File: src/rtl/sram_spi_pkg.sv
// Shared constants and state encoding for the SPI-to-SRAM command sequencer.
package sram_spi_pkg;

  localparam int unsigned BYTE_W = 8;
  localparam int unsigned MODE_W = 2;

  localparam logic [BYTE_W-1:0] OP_READ  = 8'h03;
  localparam logic [BYTE_W-1:0] OP_WRITE = 8'h02;
  localparam logic [BYTE_W-1:0] OP_RDSR  = 8'h05;
  localparam logic [BYTE_W-1:0] OP_WRSR  = 8'h01;

  localparam logic [MODE_W-1:0] MODE_BYTE = 2'b00;
  localparam logic [MODE_W-1:0] MODE_SEQ  = 2'b01;

  localparam logic [BYTE_W-1:0] STATUS_RST = 8'h40;

  // Opcode decode happens on the opcode byte in IDLE, so no separate CMD state.
  typedef enum logic [2:0] {
    ST_IDLE,
    ST_ADDR,
    ST_WDATA,
    ST_RDATA,
    ST_STAT_RD,
    ST_STAT_WR,
    ST_DONE,
    ST_IGNORE
  } state_t;

  // Reserved modes 1x behave as sequential.
  function automatic logic is_seq(input logic [MODE_W-1:0] mode);
    return mode != MODE_BYTE;
  endfunction

endpackage

File: src/rtl/sram_spi_addr_ctr.sv
// Loadable SRAM address counter; wraps naturally at 2^ADDR_W.
module sram_spi_addr_ctr #(
  parameter int unsigned ADDR_W = 8
) (
  input  logic              clk,
  input  logic              rst_n,
  input  logic              load,
  input  logic [ADDR_W-1:0] load_val,
  input  logic              inc,
  output logic [ADDR_W-1:0] addr
);

  always_ff @(posedge clk or negedge rst_n) begin
    if (!rst_n) begin
      addr <= '0;
    end else if (load) begin
      addr <= load_val;
    end else if (inc) begin
      addr <= addr + ADDR_W'(1);
    end
  end

endmodule

File: src/rtl/sram_spi_ctrl.sv
// SPI command sequencer: decodes READ/WRITE/RDSR/WRSR and drives SRAM strobes.
module sram_spi_ctrl
  import sram_spi_pkg::*;
#(
  parameter int unsigned ADDR_W = 8,
  parameter int unsigned DATA_W = 8
) (
  input  logic              sck,
  input  logic              rst,
  input  logic              cs,
  input  logic [DATA_W-1:0] rx_byte,
  input  logic              rx_valid,
  output logic [DATA_W-1:0] tx_byte,
  output logic              tx_load,
  output logic [ADDR_W-1:0] sram_addr,
  output logic [DATA_W-1:0] sram_wdata,
  output logic              sram_we,
  output logic              sram_re,
  input  logic [DATA_W-1:0] sram_rdata,
  output logic [7:0]        status,
  output logic              active
);

  state_t              state, state_nxt;
  logic [MODE_W-1:0]   mode, mode_nxt;
  logic                is_read, is_read_nxt;
  logic [DATA_W-1:0]   tx_byte_nxt, wdata_nxt;
  logic                tx_load_nxt, we_nxt, re_nxt;
  logic                addr_load, addr_inc;

  // Address advances on the cycle after each strobe, so the strobe sees the current address.
  assign addr_inc = (sram_we | sram_re) & is_seq(mode);
  assign status   = {mode, 6'b0};

  sram_spi_addr_ctr #(.ADDR_W(ADDR_W)) u_addr_ctr (
    .clk      (sck),
    .rst_n    (rst),
    .load     (addr_load),
    .load_val (rx_byte[ADDR_W-1:0]),
    .inc      (addr_inc),
    .addr     (sram_addr)
  );

  always_comb begin
    state_nxt   = state;
    mode_nxt    = mode;
    is_read_nxt = is_read;
    tx_byte_nxt = tx_byte;
    tx_load_nxt = 1'b0;
    wdata_nxt   = sram_wdata;
    we_nxt      = 1'b0;
    re_nxt      = 1'b0;
    addr_load   = 1'b0;

    if (cs) begin
      state_nxt = ST_IDLE;
    end else begin
      // Read data returns one cycle after the strobe and goes straight to the shifter.
      if (sram_re) begin
        tx_byte_nxt = sram_rdata;
        tx_load_nxt = 1'b1;
      end
      if (rx_valid) begin
        case (state)
          ST_IDLE: begin
            case (rx_byte)
              OP_READ: begin
                state_nxt   = ST_ADDR;
                is_read_nxt = 1'b1;
              end
              OP_WRITE: begin
                state_nxt   = ST_ADDR;
                is_read_nxt = 1'b0;
              end
              OP_RDSR: begin
                state_nxt   = ST_STAT_RD;
                tx_byte_nxt = status;
                tx_load_nxt = 1'b1;
              end
              OP_WRSR: state_nxt = ST_STAT_WR;
              default: state_nxt = ST_IGNORE;
            endcase
          end
          ST_ADDR: begin
            addr_load = 1'b1;
            if (is_read) begin
              state_nxt = ST_RDATA;
              re_nxt    = 1'b1;
            end else begin
              state_nxt = ST_WDATA;
            end
          end
          ST_WDATA: begin
            we_nxt    = 1'b1;
            wdata_nxt = rx_byte;
            if (!is_seq(mode)) state_nxt = ST_DONE;
          end
          ST_RDATA: begin
            // First byte was prefetched on the address; each dummy byte prefetches the next.
            if (is_seq(mode)) re_nxt = 1'b1;
            else              state_nxt = ST_DONE;
          end
          ST_STAT_RD: begin
            tx_byte_nxt = status;
            tx_load_nxt = 1'b1;
          end
          ST_STAT_WR: begin
            mode_nxt  = rx_byte[7:6];
            state_nxt = ST_DONE;
          end
          default: ;
        endcase
      end
    end
  end

  always_ff @(posedge sck or negedge rst) begin
    if (!rst) begin
      state      <= ST_IDLE;
      mode       <= MODE_SEQ;
      is_read    <= 1'b0;
      tx_byte    <= '0;
      tx_load    <= 1'b0;
      sram_wdata <= '0;
      sram_we    <= 1'b0;
      sram_re    <= 1'b0;
      active     <= 1'b0;
    end else begin
      state      <= state_nxt;
      mode       <= mode_nxt;
      is_read    <= is_read_nxt;
      tx_byte    <= tx_byte_nxt;
      tx_load    <= tx_load_nxt;
      sram_wdata <= wdata_nxt;
      sram_we    <= we_nxt;
      sram_re    <= re_nxt;
      active     <= (state_nxt != ST_IDLE);
    end
  end

endmodule

File: config.mk
export PLATFORM = sky130hd
export DESIGN_NAME = sram_spi_ctrl
export DESIGN_NICKNAME = d
export VERILOG_FILES = /design/src/rtl/sram_spi_pkg.sv /design/src/rtl/sram_spi_addr_ctr.sv /design/src/rtl/sram_spi_ctrl.sv
export SDC_FILE = /design/constraint.sdc
export NUM_CORES = 1
export LEC_CHECK = 0
export ABC_AREA = 1
export BUFFER_PORTS_ARGS = -buffer_cell sky130_fd_sc_hd__buf_2
export CAP_MARGIN = 20
export CORE_UTILIZATION = 28
export CTS_CLUSTER_SIZE = 12
export DETAILED_ROUTE_END_ITERATION = 6
export MAX_ROUTING_LAYER = met4
export PLACE_DENSITY_LB_ADDON = 0.2
export SLEW_MARGIN = 15
export SYNTH_ARGS = -nofsm -noshare
export SYNTH_HDL_FRONTEND = slang
export SYNTH_SLANG_ARGS = --single-unit
File: constraint.sdc
create_clock -name sck -period 1.6 [get_ports sck]
set_input_delay 0.32 -clock sck [delete_from_list [all_inputs] [get_ports sck]]
set_output_delay 0.32 -clock sck [all_outputs]
set_load 0.05 [all_outputs]
==> run metrics, run 1 <==
commonest non-fill, non-tap cell in the layout=nand2_1; drt initial violations=73; critical path class=flop to output port; Netlist Area Pre-Place=1910 um^2; Finish-stage setup viols=0; peak supply drop=0.761 mV; Hold Vio Cnt, Final=0; CP max stage delay=570 ps; layout cells sized above 1=0.340; most frequent cells in the layout=nand2_1, buf_2, dfrtp_1; num ports=56; vias per cell=4.39; CP Launch Type=flop; DIE AREA=7170 um^2; Leak=0.00124 uW; Layout Cells excl Fill=374; instance count on the critical path=1; # H-tree levels=2; Mapped Avg Cell Area=7.98 um^2; Hold/Removal Path Class=input port to flop; WP data arrival=1120 ps; via count=1643; total wire length=4.51 mm; antenna violations before repair=0; CTS Root Buffer Type=clkbuf_8; Core Util, Final=0.362; filler cell count=695; Post-synth EDFFs=0; overall power=4060 uW; CP delay by family, top=flip-flops; R2R cell count=7; fmax=693 MHz; GRT Resource Usage Total=0.139; RD Place Congestion=0.795; crit path cell chain=buf_2; top_reg_cell synth=dfrtp_1; cell row count=29; Avg WL per Cell=12.1 um; crit path max fanout=4; ant diodes=0; skew final=11.5 ps; Min Hold Slack=267 ps; #FFs+latches synth=34; worst path bufs/invs=1; initial core utilization=0.296; asr flop ratio synth=1.00; Layout Nets=317; CP required=1280 ps; CTS tree=done; fin crit period=1440 ps; synth-to-layout area growth=22.2%; Worst-Skew Late Latency=290 ps; RSZ-0062 raised after global routing=false; failing checks=design-rule violations; chip height=84.7 um; die width=84.7 um; post-synthesis sequential area ratio=0.445; placed cell count=365; CTS buffer count=5; worst r2r dst=u_addr_ctr.addr[5]; status=finished, violations left; first-pass GRT wire length=7.55 mm; Max Slew Vio Count=0; Worst-path clk slew=80 ps; total gr overflow=0; crit path to=status[6]; Worst Setup End Kind=output port; post-cts resize count=0; Reg2Reg Setup Slack=270 ps; Max Cap Violations=0; Port Buffer Count=49; Worst Setup SP=mode[0]; Max Root-Sink Buffers=2; clk sinks=34; library cells used by synthesis=28; RR Startpoint=state[1]; CP max-delay cell=dfstp_2; placed wire-length estimate=3.56 mm; core area=6460 um^2; DRT Pass-1 Iters=7; Power Density=1740 nW/um^2; drc violations=2; Post-Route Setup TNS=0 ps; Warnings, synthesis=0; vias in the first global route=1601; DRT antenna net count=0; Syn Inst Count=240; period utilization=0.902; pin count of the biggest net entering global routing=20
-- final cells by class --
cell class / count / area (um^2) / area share
clock inverters: 3 / 21.3 / 0.00909
well taps: 77 / 96.3 / 0.0412
clock buffers: 5 / 68.8 / 0.0294
repair buffers: 54 / 298 / 0.127
flip-flops and latches: 34 / 852 / 0.364
multi-input cells: 169 / 883 / 0.378
inverters: 32 / 120 / 0.0513
-- worst min-delay path, delay by kind of cell --
family                 cells  cell delay (ps)
AOI/OAI and AO/OA          1               60
buffers and inverters      2              140
-- report_power, final --
| group | switching (uW) | internal, uW |
|---|---|---|
| combinational | 1520 | 506 |
| clock | 337 | 306 |
| sequential | 242 | 1150 |
| total | 2100 | 1960 |
-- per-layer routing --
metal  global-route usage  vias up  wire, um
li1                     -      849         -
met1                0.183      761      2210
met2                0.211       27      2100
met3               0.0246        6       114
met4               0.0570        0        76
met5                    -        -         0
-- how the worst min path moves through the flow --
stage | from | endpoint | slack, ps | cells after the start
global placement | rst | u_addr_ctr.addr[4] | 270 | 1
detailed placement | rst | u_addr_ctr.addr[4] | 270 | 1
global route | rx_byte[0] | is_read | 270 | 3
finish | rx_byte[0] | is_read | 270 | 3
floorplan | rst | active | 20 | 0
CTS | rx_byte[0] | is_read | 260 | 3
-- logic make-up after synthesis --
| logic type | after synthesis | synth area share |
|---|---|---|
| other | 1 | 0.00196 |
| DFF | 34 | 0.445 |
| xor gates and xnor gates | 5 | 0.0229 |
| adders and majority gates | 1 | 0.00653 |
| buffers and inverters | 42 | 0.103 |
| and+or+nand+nor | 121 | 0.296 |
| AOI/OAI and AO/OA | 36 | 0.124 |
-- through the flow --
stage,cell area [um^2],worst slack (ps)
2_1_floorplan,1930,124
3_3_place_gp,2240,213
3_5_place_dp,2240,204
4_1_cts,2340,138
5_1_grt,2340,95.1
6_report,2340,157
-- registers in the layout (all words and copies together), names as in the netlist --
register         flops
sram_wdata           8
mode                 2
sram_re              1
tx_load              1
tx_byte              8
state                3
is_read              1
u_addr_ctr.addr      8
sram_we              1
active               1
-- synthesized netlist by cell type (5+ instances only) --
cell type  instances  share of area
nand2_1           61           0.12
inv_2              8          0.016
a21oi_1           15          0.039
nand2_2            5          0.016
dfrtp_1           33           0.43
inv_1             24          0.047
buf_4              6          0.024
o21ai_2            7          0.032
o21ai_0            6          0.016
nand3_1           11          0.029
nor3_2             6          0.031
nor2_2             5          0.016
nor2_1            28          0.055
-- repair_timing --
| item | CTS | global route |
|---|---|---|
| endpoints found under the hold margin | 14 | 0 |
| setup endpoints to repair | 0 | 0 |
| setup buffers | 0 | 0 |
| hold buffers | 1 | 0 |
Note: power is estimated with default switching activity, not from simulation.
==> inputs of run 2 (changes only) <==
CORE_MARGIN = 2   (was not set)
==> run 2 against run 1 <==
The flow now finishes without violations. Cell count is 0.53% higher. Global-route usage down 0.44 points. Fmax is 1.9% lower. Sequential share of layout area is 0.25 points lower. Via count increased by 0.67%. Total power is 3.9% higher. Utilization down 1.2 points. Die area grew 4.8%. Critical endpoint unchanged. Largest cell class unchanged. Highest routed layer unchanged.
==> run metrics, run 2 (synthesis gave the netlist of run 1 again) <==
status=finished, final reports clean; Avg WL per Cell=12.3 um; CP required=1280 ps; CTS buffer count=5; Finish-stage setup viols=0; WP data arrival=1150 ps; fin crit period=1470 ps; CTS Root Buffer Type=clkbuf_8; worst path bufs/invs=1; Min Hold Slack=280 ps; RSZ-0062 raised after global routing=false; via count=1654; filler cell count=720; DRT antenna net count=0; initial core utilization=0.285; crit path max fanout=4; CP max stage delay=580 ps; period utilization=0.920; placed wire-length estimate=3.63 mm; RD Place Congestion=0.760; register area=852 um^2; Max Root-Sink Buffers=2; # H-tree levels=2; Multi-input gate area=883 um^2; GRT Resource Usage Total=0.134; hold_buf cts=1; synth-to-layout area growth=23.1%; Layout Cells excl Fill=376; Power Density=1790 nW/um^2; die width=86.7 um; total wire length=4.62 mm; layout cells sized above 1=0.334; DIE AREA=7510 um^2; CP Launch Type=flop; Layout Nets=316; Max Slew Vio Count=0; Max Cap Violations=0; Hold/Removal Path Class=input port to flop; peak supply drop=0.744 mV; total gr overflow=0; registers with the most flip-flops=sram_wdata x8, tx_byte x8, u_addr_ctr.addr x8; vias in the first global route=1544; ant diodes=0; most frequent cells in the layout=nand2_1, buf_2, dfrtp_1; post-cts resize count=0; placed cell count=367; DRT Pass-1 Iters=4; cell row count=30; vias per cell=4.40; CTS tree=done; Worst-path clk slew=80 ps; Post-Route Setup TNS=0 ps; grt met3 use=0.0333; pin count of the biggest net entering global routing=20; CP max-delay cell=dfstp_2; Worst-Skew Late Latency=290 ps; critical path class=flop to output port; Setup Buffers After CTS=0; num ports=56; Worst Setup End Kind=output port; clk sinks=34; overall power=4220 uW; chip height=86.7 um; core area=6720 um^2; Hold Vio Cnt, Final=0; Post-DP Area=2240 um^2; CP delay by family, top=flip-flops; commonest non-fill, non-tap cell in the layout=nand2_1; crit path cell chain=buf_2; skew final=12.4 ps; first-pass GRT wire length=7.53 mm; drt initial violations=85; final instance area=2360 um^2; antenna violations before repair=0; drc violations=0; Leak=0.00124 uW; global route hottest layer=met2; met2 Usage GRT=0.200; Port Buffer Count=49; met1 Usage GRT=0.180; fmax=680 MHz
[run 2: metal layers]
| layer | share of wire | up-vias |
|---|---|---|
| met4 | 0.0082 | 0 |
| met3 | 0.050 | 4 |
| met1 | 0.50 | 754 |
| li1 | - | 847 |
| met2 | 0.45 | 49 |
| met5 | 0 | - |
[run 2: cell type report]
| type | count | share of cell area |
|---|---|---|
| Multi-Input combinational cell | 169 | 0.375 |
| Inverter | 32 | 0.0510 |
| Clock inverter | 2 | 0.0159 |
| Timing Repair Buffer | 53 | 0.123 |
| Tap cell | 80 | 0.0425 |
| Sequential cell | 34 | 0.362 |
| Clock buffer | 6 | 0.0308 |
[run 2: final timing paths]
kind                                from            endpoint  slack [ps]  cells past startpoint
max                              mode[0]           status[6]         130                      1
max reg2reg                      mode[0]  u_addr_ctr.addr[4]         250                      6
max in group asynchronous            rst             mode[0]         590                      3
min                           rx_byte[6]             mode[0]         280                      3
min reg2reg                sram_wdata[2]       sram_wdata[2]         490                      2
min in group asynchronous            rst  u_addr_ctr.addr[0]         490                      2
[run 2: where the power goes]
group          internal, uW  switching [uW]
registers              1150             244
logic                   504            1530
clock network           465             328
[run 2: through the flow]
stage | utilization | setup WS [ps]
3_3_place_gp | 0.333 | 175
6_report | 0.351 | 129
4_1_cts | 0.351 | 118
3_5_place_dp | 0.333 | 201
2_1_floorplan | - | 124
5_1_grt | 0.351 | 101
[run 2: worst register-to-register path: cells and delay by family, from the launching register on]
family / cells / cell delay, ps
buffers and inverters: 1 / 50
xor gates and xnor gates: 1 / 130
AOI/OAI and AO/OA: 1 / 80
and+or+nand+nor: 3 / 380
DFF: 1 / 580
==> inputs of run 3 (changes only) <==
==> constraint.sdc (replaced) <==
create_clock -name sck -period 1.56 [get_ports sck]
set_input_delay 0.234 -clock sck [delete_from_list [all_inputs] [get_ports sck]]
set_output_delay 0.234 -clock sck [all_outputs]
set_load 0.05 [all_outputs]
==> run 3 against run 2 <==
Clock power rose by 27%. Worst hold slack worse by 99 ps. Setup slack gained 32 ps. Non-clock buffer count unchanged. Combinational power grew 3%. Total power increased by 7.3%. Clock skew shrank 4.6 ps. Sequential share of layout area fell by 0.42 points. Design area is 1.2% higher. Critical endpoint is now u_addr_ctr.addr[7].
==> run metrics, run 3 (synthesis gave the netlist of run 1 again) <==
most frequent cells in the layout=nand2_1, buf_2, dfrtp_1; Power Density=1900 nW/um^2; total wire length=4.71 mm; pin count of the biggest net entering global routing=19; via count=1684; hold wc startpoint=rx_byte[0]; status=finished, final reports clean; Hold Vio Cnt, Final=0; antenna violations before repair=0; R2R cell count=8; overall power=4530 uW; Hold Path Stages=3; Leak=0.00126 uW; Max Root-Sink Buffers=2; skew final=7.80 ps; total gr overflow=0; worst r2r dst=u_addr_ctr.addr[7]; critical path class=flop to flop; clk sinks=34; CP Launch Type=flop; Min Hold Slack=182 ps; period utilization=0.897; CTS Root Buffer Type=clkbuf_8; Port Buffer Count=49; Max Cap Violations=0; RR Startpoint=state[1]; post-cts resize count=0; DRT antenna net count=0; CP delay by family, top=simple AND/OR/NAND/NOR gates; vias in the first global route=1646; Multi-input gate area=883 um^2; GRT Resource Usage Total=0.141; DIE AREA=7510 um^2; drt initial violations=43; Post-Route Setup TNS=0 ps; Finish-stage setup viols=0; RD Place Congestion=0.871; crit path max fanout=13; Worst-path clk slew=80 ps; commonest non-fill, non-tap cell in the layout=nand2_1; core area=6720 um^2; layout cells sized above 1=0.338; Post-DP Area=2240 um^2; Avg WL per Cell=12.5 um; fmax=715 MHz; # H-tree levels=2; Core Util, Final=0.355; registers with the most flip-flops=sram_wdata x8, tx_byte x8, u_addr_ctr.addr x8; instance count on the critical path=8; worst path bufs/invs=1; cell row count=30; chip height=86.7 um; CTS buffer count=5; Hold/Removal Path Class=input port to flop; CP max stage delay=380 ps; hold-critical path endpoint=is_read; ant diodes=0; placed wire-length estimate=3.65 mm; Max Slew Vio Count=0; die width=86.7 um; CTS tree=done; Reg2Reg Setup Slack=160 ps; final instance area=2380 um^2; first-pass GRT wire length=7.92 mm; register area=852 um^2; DRT Pass-1 Iters=4; drc violations=0; crit path cell chain=inv_1 -> nand2_2 -> nor2_2 -> nand2_2 -> nand2_1 -> a21oi_1 -> o21ai_0 -> nand3_1; synth-to-layout area growth=24.5%; fin crit period=1400 ps; peak supply drop=0.656 mV; Setup Buffers After CTS=0; vias per cell=4.48; Worst Setup End Kind=flop; CP required=1740 ps; Worst-Skew Late Latency=300 ps; CP most frequent cell=nand2_2; RSZ-0062 raised after global routing=false; num ports=56; WP data arrival=1580 ps; filler cell count=745; initial core utilization=0.285; CP max-delay cell=dfrtp_1; Layout Nets=316
run 3: power by group:
| group | switching, uW | leakage [uW] | internal [uW] | total [uW] |
|---|---|---|---|---|
| sequential | 242 | 0.000414 | 1180 | 1420 |
| clock | 369 | 0.0000683 | 641 | 1010 |
| combinational | 1580 | 0.000777 | 519 | 2090 |
run 3: worst min-delay path: cells and delay by family:
kind,cells,cell delay [ps]
AOI/OAI and AO/OA,1,70
buffers and inverters,2,140
run 3: metrics by stage:
| step | setup slack (ps) | cells |
|---|---|---|
| final | 161 | 376 |
| after global routing | 1.88 | 376 |
| after CTS | 154 | 376 |
| after detailed placement | 171 | 367 |
| after global placement | 208 | 367 |
| after floorplan | 84.4 | 245 |
run 3: cell type report:
class                   instances  share of cell area
multi-input cells             169               0.371
flip-flops and latches         34               0.357
repair buffers                 53               0.122
inverters                      32              0.0504
well taps                      80              0.0420
clock inverters                 3              0.0289
clock buffers                   5              0.0289
run 3: timing repair:
| item | CTS | global route |
|---|---|---|
| hold buffers | 1 | 0 |
| endpoints found under the setup margin | 0 | 0 |
| hold endpoints to repair | 15 | 0 |
run 3: metal layers:
metal  vias up  track usage  share of wire
li1        850            -              -
met4         0       0.0469          0.016
met5         -            -              0
met1       787        0.189           0.49
met3         7       0.0324          0.045
met2        40        0.210           0.45
run 3: worst max path at each step:
| stage | startpoint | end | slack [ps] |
|---|---|---|---|
| floorplan | u_addr_ctr.addr[0] | u_addr_ctr.addr[6] | 80 |
| CTS | state[1] | u_addr_ctr.addr[0] | 150 |
| global route | state[1] | u_addr_ctr.addr[0] | 2 |
| detailed placement | state[1] | u_addr_ctr.addr[1] | 170 |
| global placement | state[1] | u_addr_ctr.addr[1] | 210 |
| finish | state[1] | u_addr_ctr.addr[7] | 160 |
